<file path="config.mk">
export PLATFORM = sky130hd
export DESIGN_NAME = control_unit
export DESIGN_NICKNAME = d
export VERILOG_FILES = /design/src/rtl/cpu_pkg.sv /design/src/rtl/cu_decode.sv /design/src/rtl/control_unit.sv
export SDC_FILE = /design/constraint.sdc
export NUM_CORES = 1
export LEC_CHECK = 0
export ABC_AREA = 1
export CAP_MARGIN = 20
export CORE_AREA = 2 2 47 49
export DETAILED_ROUTE_END_ITERATION = 6
export DIE_AREA = 0 0 49 51
export GPL_TIMING_DRIVEN = 0
export PLACE_DENSITY = 0.76
export SETUP_SLACK_MARGIN = 0.5
export SLEW_MARGIN = 20
export SYNTH_ARGS = -nofsm -noshare
export SYNTH_HDL_FRONTEND = slang
export SYNTH_SLANG_ARGS = --single-unit
</file>
<file path="constraint.sdc">
create_clock -name clk -period 2.5 [get_ports clk]
set_clock_uncertainty 0.15 [all_clocks]
set_input_delay 0.75 -clock clk [delete_from_list [all_inputs] [get_ports clk]]
set_output_delay 0.75 -clock clk [all_outputs]
set_load 0.05 [all_outputs]
</file>
<file path="src/rtl/cpu_pkg.sv">
// Shared encodings for the accumulator CPU: opcodes, ALU function selects,
// bus source codes, controller states and the decoder's output record.
package cpu_pkg;

  localparam logic [3:0] OP_NOP  = 4'h0;
  localparam logic [3:0] OP_LDAC = 4'h1;
  localparam logic [3:0] OP_STAC = 4'h2;
  localparam logic [3:0] OP_MVAC = 4'h3;
  localparam logic [3:0] OP_MOVR = 4'h4;
  localparam logic [3:0] OP_JUMP = 4'h5;
  localparam logic [3:0] OP_JMPZ = 4'h6;
  localparam logic [3:0] OP_JPNZ = 4'h7;
  localparam logic [3:0] OP_ADD  = 4'h8;
  localparam logic [3:0] OP_SUB  = 4'h9;
  localparam logic [3:0] OP_INAC = 4'hA;
  localparam logic [3:0] OP_CLAC = 4'hB;
  localparam logic [3:0] OP_AND  = 4'hC;
  localparam logic [3:0] OP_OR   = 4'hD;
  localparam logic [3:0] OP_XOR  = 4'hE;
  localparam logic [3:0] OP_NOT  = 4'hF;

  typedef enum logic [3:0] {
    ALUS_CLAC = 4'b0000,
    ALUS_ADD  = 4'b0001,
    ALUS_SUB  = 4'b0010,
    ALUS_INAC = 4'b0011,
    ALUS_AND  = 4'b0100,
    ALUS_OR   = 4'b0101,
    ALUS_NOT  = 4'b0110,
    ALUS_XOR  = 4'b0111,
    ALUS_PASS = 4'b1000,
    ALUS_IDLE = 4'b1111
  } alus_e;

  typedef enum logic [2:0] {
    BUS_NONE = 3'd0,
    BUS_MEM  = 3'd1,
    BUS_PC   = 3'd2,
    BUS_R    = 3'd3,
    BUS_AC   = 3'd4
  } bus_sel_e;

  typedef enum logic [2:0] {
    ST_F1, ST_F2, ST_DEC, ST_A2, ST_EX, ST_HALT
  } state_e;

  typedef enum logic [2:0] {
    OC_NOP, OC_ALU, OC_MOVR, OC_MVAC, OC_MEM, OC_JUMP, OC_ILLEGAL
  } op_class_e;

  typedef enum logic [1:0] {
    JC_ALWAYS, JC_Z, JC_NZ
  } jump_cond_e;

  typedef struct packed {
    op_class_e  cls;
    alus_e      alus;
    logic       store;
    jump_cond_e cond;
  } decode_t;

  function automatic logic jump_taken(input jump_cond_e cond, input logic z);
    case (cond)
      JC_Z:    return z;
      JC_NZ:   return !z;
      default: return 1'b1;
    endcase
  endfunction

endpackage

</file>
<file path="src/rtl/cu_decode.sv">
// Combinational opcode decoder: classifies the IR contents and supplies the
// ALU function for register-to-accumulator operations.
module cu_decode
  import cpu_pkg::*;
(
  input  logic [7:0] ir,
  output decode_t    dec
);

  always_comb begin
    dec = '{cls: OC_ILLEGAL, alus: ALUS_IDLE, store: 1'b0, cond: JC_ALWAYS};
    if (ir[7:4] == 4'h0) begin
      case (ir[3:0])
        OP_NOP:  dec.cls = OC_NOP;
        OP_LDAC: dec.cls = OC_MEM;
        OP_STAC: begin dec.cls = OC_MEM;  dec.store = 1'b1; end
        OP_MVAC: dec.cls = OC_MVAC;
        OP_MOVR: begin dec.cls = OC_MOVR; dec.alus = ALUS_PASS; end
        OP_JUMP: dec.cls = OC_JUMP;
        OP_JMPZ: begin dec.cls = OC_JUMP; dec.cond = JC_Z;  end
        OP_JPNZ: begin dec.cls = OC_JUMP; dec.cond = JC_NZ; end
        OP_ADD:  begin dec.cls = OC_ALU;  dec.alus = ALUS_ADD;  end
        OP_SUB:  begin dec.cls = OC_ALU;  dec.alus = ALUS_SUB;  end
        OP_INAC: begin dec.cls = OC_ALU;  dec.alus = ALUS_INAC; end
        OP_CLAC: begin dec.cls = OC_ALU;  dec.alus = ALUS_CLAC; end
        OP_AND:  begin dec.cls = OC_ALU;  dec.alus = ALUS_AND;  end
        OP_OR:   begin dec.cls = OC_ALU;  dec.alus = ALUS_OR;   end
        OP_XOR:  begin dec.cls = OC_ALU;  dec.alus = ALUS_XOR;  end
        OP_NOT:  begin dec.cls = OC_ALU;  dec.alus = ALUS_NOT;  end
        default: ;
      endcase
    end
  end

endmodule

</file>
<file path="src/rtl/control_unit.sv">
// Multi-cycle controller for the accumulator CPU: fetch, decode, operand
// address fetch and execute, with a memory handshake of unbounded wait.
module control_unit
  import cpu_pkg::*;
(
  input  logic       clk,
  input  logic       rst_n,
  input  logic [7:0] ir,
  input  logic       z,
  input  logic       mem_ack,
  output logic [3:0] alus,
  output logic       ac_ld,
  output logic       z_ld,
  output logic       r_ld,
  output logic       ir_ld,
  output logic       ar_ld,
  output logic       pc_ld,
  output logic       pc_inc,
  output logic       mem_rd,
  output logic       mem_wr,
  output logic [2:0] bus_sel,
  output logic       halted
);

  state_e     state, state_nxt;
  decode_t    dec;
  op_class_e  cls_q;
  jump_cond_e cond_q;
  logic       store_q;
  alus_e      alus_v;
  bus_sel_e   bus_v;

  cu_decode u_decode (
    .ir  (ir),
    .dec (dec)
  );

  // NOTE: sequential state uses <= so every flop samples pre-edge values.
  always_ff @(posedge clk) begin
    if (!rst_n) begin
      state <= ST_F1;
    end else begin
      state <= state_nxt;
    end
  end

  // NOTE: no reset here: these are always rewritten in DEC before A2/EX read them.
  // Latching the class keeps EX's mem_rd/mem_wr choice off the ir input path.
  always_ff @(posedge clk) begin
    if (state == ST_DEC) begin
      cls_q   <= dec.cls;
      cond_q  <= dec.cond;
      store_q <= dec.store;
    end
  end

  // NOTE: every output gets a default before the case so no path infers a latch.
  always_comb begin
    state_nxt = state;
    alus_v    = ALUS_IDLE;
    bus_v     = BUS_NONE;
    ac_ld     = 1'b0;
    z_ld      = 1'b0;
    r_ld      = 1'b0;
    ir_ld     = 1'b0;
    ar_ld     = 1'b0;
    pc_ld     = 1'b0;
    pc_inc    = 1'b0;
    mem_rd    = 1'b0;
    mem_wr    = 1'b0;
    halted    = 1'b0;

    // Outputs stay idle while reset is held, so a reset landing mid-access
    // drops the memory request at once.
    if (rst_n) begin
      case (state)
        ST_F1: begin
          bus_v     = BUS_PC;
          ar_ld     = 1'b1;
          state_nxt = ST_F2;
        end
        ST_F2: begin
          mem_rd = 1'b1;
          bus_v  = BUS_MEM;
          if (mem_ack) begin
            ir_ld     = 1'b1;
            pc_inc    = 1'b1;
            state_nxt = ST_DEC;
          end
        end
        ST_DEC: begin
          state_nxt = ST_F1;
          case (dec.cls)
            OC_ALU, OC_MOVR: begin
              alus_v = dec.alus;
              bus_v  = BUS_R;
              ac_ld  = 1'b1;
              z_ld   = 1'b1;
            end
            OC_MVAC: begin
              bus_v = BUS_AC;
              r_ld  = 1'b1;
            end
            OC_MEM, OC_JUMP: begin
              bus_v     = BUS_PC;
              ar_ld     = 1'b1;
              state_nxt = ST_A2;
            end
            OC_ILLEGAL: state_nxt = ST_HALT;
            default: ;
          endcase
        end
        ST_A2: begin
          mem_rd = 1'b1;
          bus_v  = BUS_MEM;
          if (mem_ack) begin
            if (cls_q == OC_JUMP) begin
              pc_ld     = jump_taken(cond_q, z);
              pc_inc    = !jump_taken(cond_q, z);
              state_nxt = ST_F1;
            end else begin
              ar_ld     = 1'b1;
              pc_inc    = 1'b1;
              state_nxt = ST_EX;
            end
          end
        end
        ST_EX: begin
          if (store_q) begin
            mem_wr = 1'b1;
            bus_v  = BUS_AC;
          end else begin
            mem_rd = 1'b1;
            bus_v  = BUS_MEM;
            if (mem_ack) begin
              alus_v = ALUS_PASS;
              ac_ld  = 1'b1;
              z_ld   = 1'b1;
            end
          end
          if (mem_ack) state_nxt = ST_F1;
        end
        ST_HALT: halted = 1'b1;
        default: state_nxt = ST_F1;
      endcase
    end
  end

  assign alus    = alus_v;
  assign bus_sel = bus_v;

endmodule

</file>
==> impl_metrics.toml <==
[power]
p_int_uw = 482
switching_share_pct = 48.4
comb_power_share_pct = 65.1
powerDensity_mw_per_mm2 = 489
p_seq_share_pct = 22.1
p_leak_nw = 0.820
power_switching_uw = 452
peakVddDrop_mv = 0.438
power_frac_clock_pct = 12.8

[grt]
grt_start_max_net_pins = 11
antenna_found_initial = 0
grt_overflow = 0
grt_pass1_wl_um = 5490
gr-usage-all-layers_pct = 28.5
grt_pass1_vias = 1197

[cts]
clkTransAtPathRegs_ps = 70
h-tree-depth = 1
cts-root-buf = "clkbuf_4"
insertion_delay_ps = 270
cts_tree = "done"
clk_path_buf_depth = 2
cts_sinks = 9
cts_buffers = 3

[status]
violations = "setup timing"
status = "finished with violations"

[route]
drt_first_pass_iters = 4
routedWlPerCell_um = 22.1
drtIter0Drc = 49
wirelength_um = 4860
via_count = 1255
ant_nets = 0
vias_per_cell = 5.70
drc = 0

[final_layout]
syn2layout_area_growth_pct = 127
fillCellCount = 66
seqCellArea_um2 = 246
fin_nets = 207
multi_input_area_um2 = 802
layout-drive-gt1-share_pct = 75.5
layout_commonest_cell = "buf_4"
final_cell_area_mm2 = 0.00191
final_cell_mix = "buf_4, buf_6, nand2_1"
antennaDiodeCount = 0
final_util_pct = 92.5

[logic_synthesis]
synth_top_area_share_pct = 21.4
synth.top_cells.by_area = "edfxtp_1, nand2_1, dfxtp_1"
synth_compound_area_share_pct = 15.9
synth_warnings = 0
syn_inst = 126
synth-seq-area-share_pct = 28.5
ys_ff_latch = 9
synth.distinct_cells = 29
synthesis.area_um2 = 842
synthMuxAreaShare_pct = 0
synth_top_family_by_area = "simple AND/OR/NAND/NOR gates"
synth_xor_area_share_pct = 1.04
yosys.area.top_type = "edfxtp_1"
synthSimpleGateAreaFrac_pct = 39.1
synth.avg_cell_area_um2 = 6.68
synthesis.nets = 140
synthAdderAreaFrac_pct = 2.97

[floorplan]
row_count = 17
chipWidth_um = 49
design.core.area_mm2 = 0.00206
start_util_pct = 40.8
dieArea_mm2 = 0.00250
die_y_um = 51
io_pins = 29

[place]
place_congestion = 0.946
hpwl_um = 1830
port_buffers = 28
placed_cell_area_mm2 = 0.00135

[critical_path]
reg2regPathDepth = 16
endpoint_kind = "output pin"
reg2reg_to = "state[1]"
crit_start = "ir[0]"
crit_end = "ar_ld"
rr_startpoint = "state[1]"
r2r_setup_slack_ps = -120
critPathArrivalTime_ps = 1950
cp.required_ps = 1600
path_max_fanout = 6
worst-setup-path-type = "in -> out"
worstSetupStartpointType = "input pin"

[sta]
hold_viol = 0
post-route-period-util_pct = 114
fmax_mhz = 351
rsz0062_at_grt = "true"
finalWorstSetupSlack_ps = -348
setup_violations = 14
tightestPinTransition_ps = 422
slew_headroom_pct = 71.6
drv_slew = 0
whs_ps = 435
period_needed_ps = 2850

[run]
drv_cap = 0

[hold_path]
hp-class = "reg -> reg"
-- layout make-up --
class                   count  area share [%]
plain buffers               3            2.69
clock buffers               4            1.38
repair buffers             62            32.6
inverters                  22            6.62
multi-input cells          92            42.0
flip-flops and latches      9            12.9
well taps                  28            1.83
-- registers in the layout, indices dropped and copies added (netlist names) --
name and cells:
cls_q 3, state 3, cond_q 2, store_q 1
-- cells in the mapped netlist --
library cell   n
edfxtp_1       6
o211ai_1       2
buf_6          1
a31oi_1        1
nor3_4         1
dfxtp_1        3
xor2_1         1
nand3_2        1
nor4_1         3
a21oi_1        3
nor2_4         2
nand3_1        7
nand2_1       33
o21ai_0        2
inv_2          8
inv_1         12
o31ai_1        2
nor2_1        14
o21ai_1        6
o21ai_2        1
clkbuf_1       1
a21oi_2        3
ha_1           2
nand2_2        2
o21bai_1       1
buf_4          1
nand2_4        2
clkinv_1       2
nor3_1         3
-- power by group through the flow --
stage	clock (mW)	combinational [mW]	sequential, mW
finish	0.119	0.608	0.207
global route	0.125	0.633	0.209
global placement	0	0.371	0.196
floorplan	0	0.272	0.194
CTS	0.113	0.482	0.199
detailed placement	0	0.375	0.197
-- cell families after synthesis --
logic type               after synthesis
AO/OA/AOI/OAI                         21
XOR/XNOR                               1
adder cells (fa/ha/maj)                2
buffers and inverters                 25
flip-flops                             9
AND/OR/NAND/NOR                       68
-- stage by stage --
stage / setup WS (ps) / std cells / power [mW] / setup TNS, ps
CTS: -218 / 211 / 0.794 / -1850
detailed placement: -1630 / 182 / 0.572 / -22310
floorplan: -317 / 126 / 0.466 / -1260
global placement: -1630 / 182 / 0.568 / -22050
finish: -348 / 220 / 0.934 / -3260
global route: -416 / 220 / 0.966 / -3830
-- worst max-delay path: stages --
cell and delay [ps]:
buf_6 120, nand2_4 80, clkinv_4 60, nand2_2 60, nand2_2 60, nor2_4 150, nand3_2 120, o211ai_1 160
nand2_1 140, clkinvlp_4 100, buf_8 140
-- how the worst min path moves through the flow --
stage | start | endpoint | slack, ps | cells after the start
2_1_floorplan | state[2] | state[2] | 400 | 2
3_3_place_gp | state[2] | state[2] | 420 | 2
3_5_place_dp | state[2] | state[2] | 430 | 2
4_1_cts | state[2] | state[2] | 390 | 2
5_1_grt | state[2] | state[2] | 440 | 2
6_report | state[2] | state[2] | 440 | 2
-- layer usage --
metal / vias up / track usage (%) / share of wire, %
li1: 545 / - / -
met1: 607 / 29.6 / 34
met2: 79 / 56.8 / 54
met3: 24 / 4.09 / 6.6
met4: 0 / 11.9 / 5.1
met5: - / 0 / 0
-- what timing repair did --
item	4_1_cts	5_1_grt
hold buffers	0	0
pin swaps	27	17
gates cloned	0	0
endpoints found under the hold margin	0	0
resized for setup	228	24
setup buffers	25	9
endpoints found under the setup margin	23	18
(Power assumes the default switching activity.)
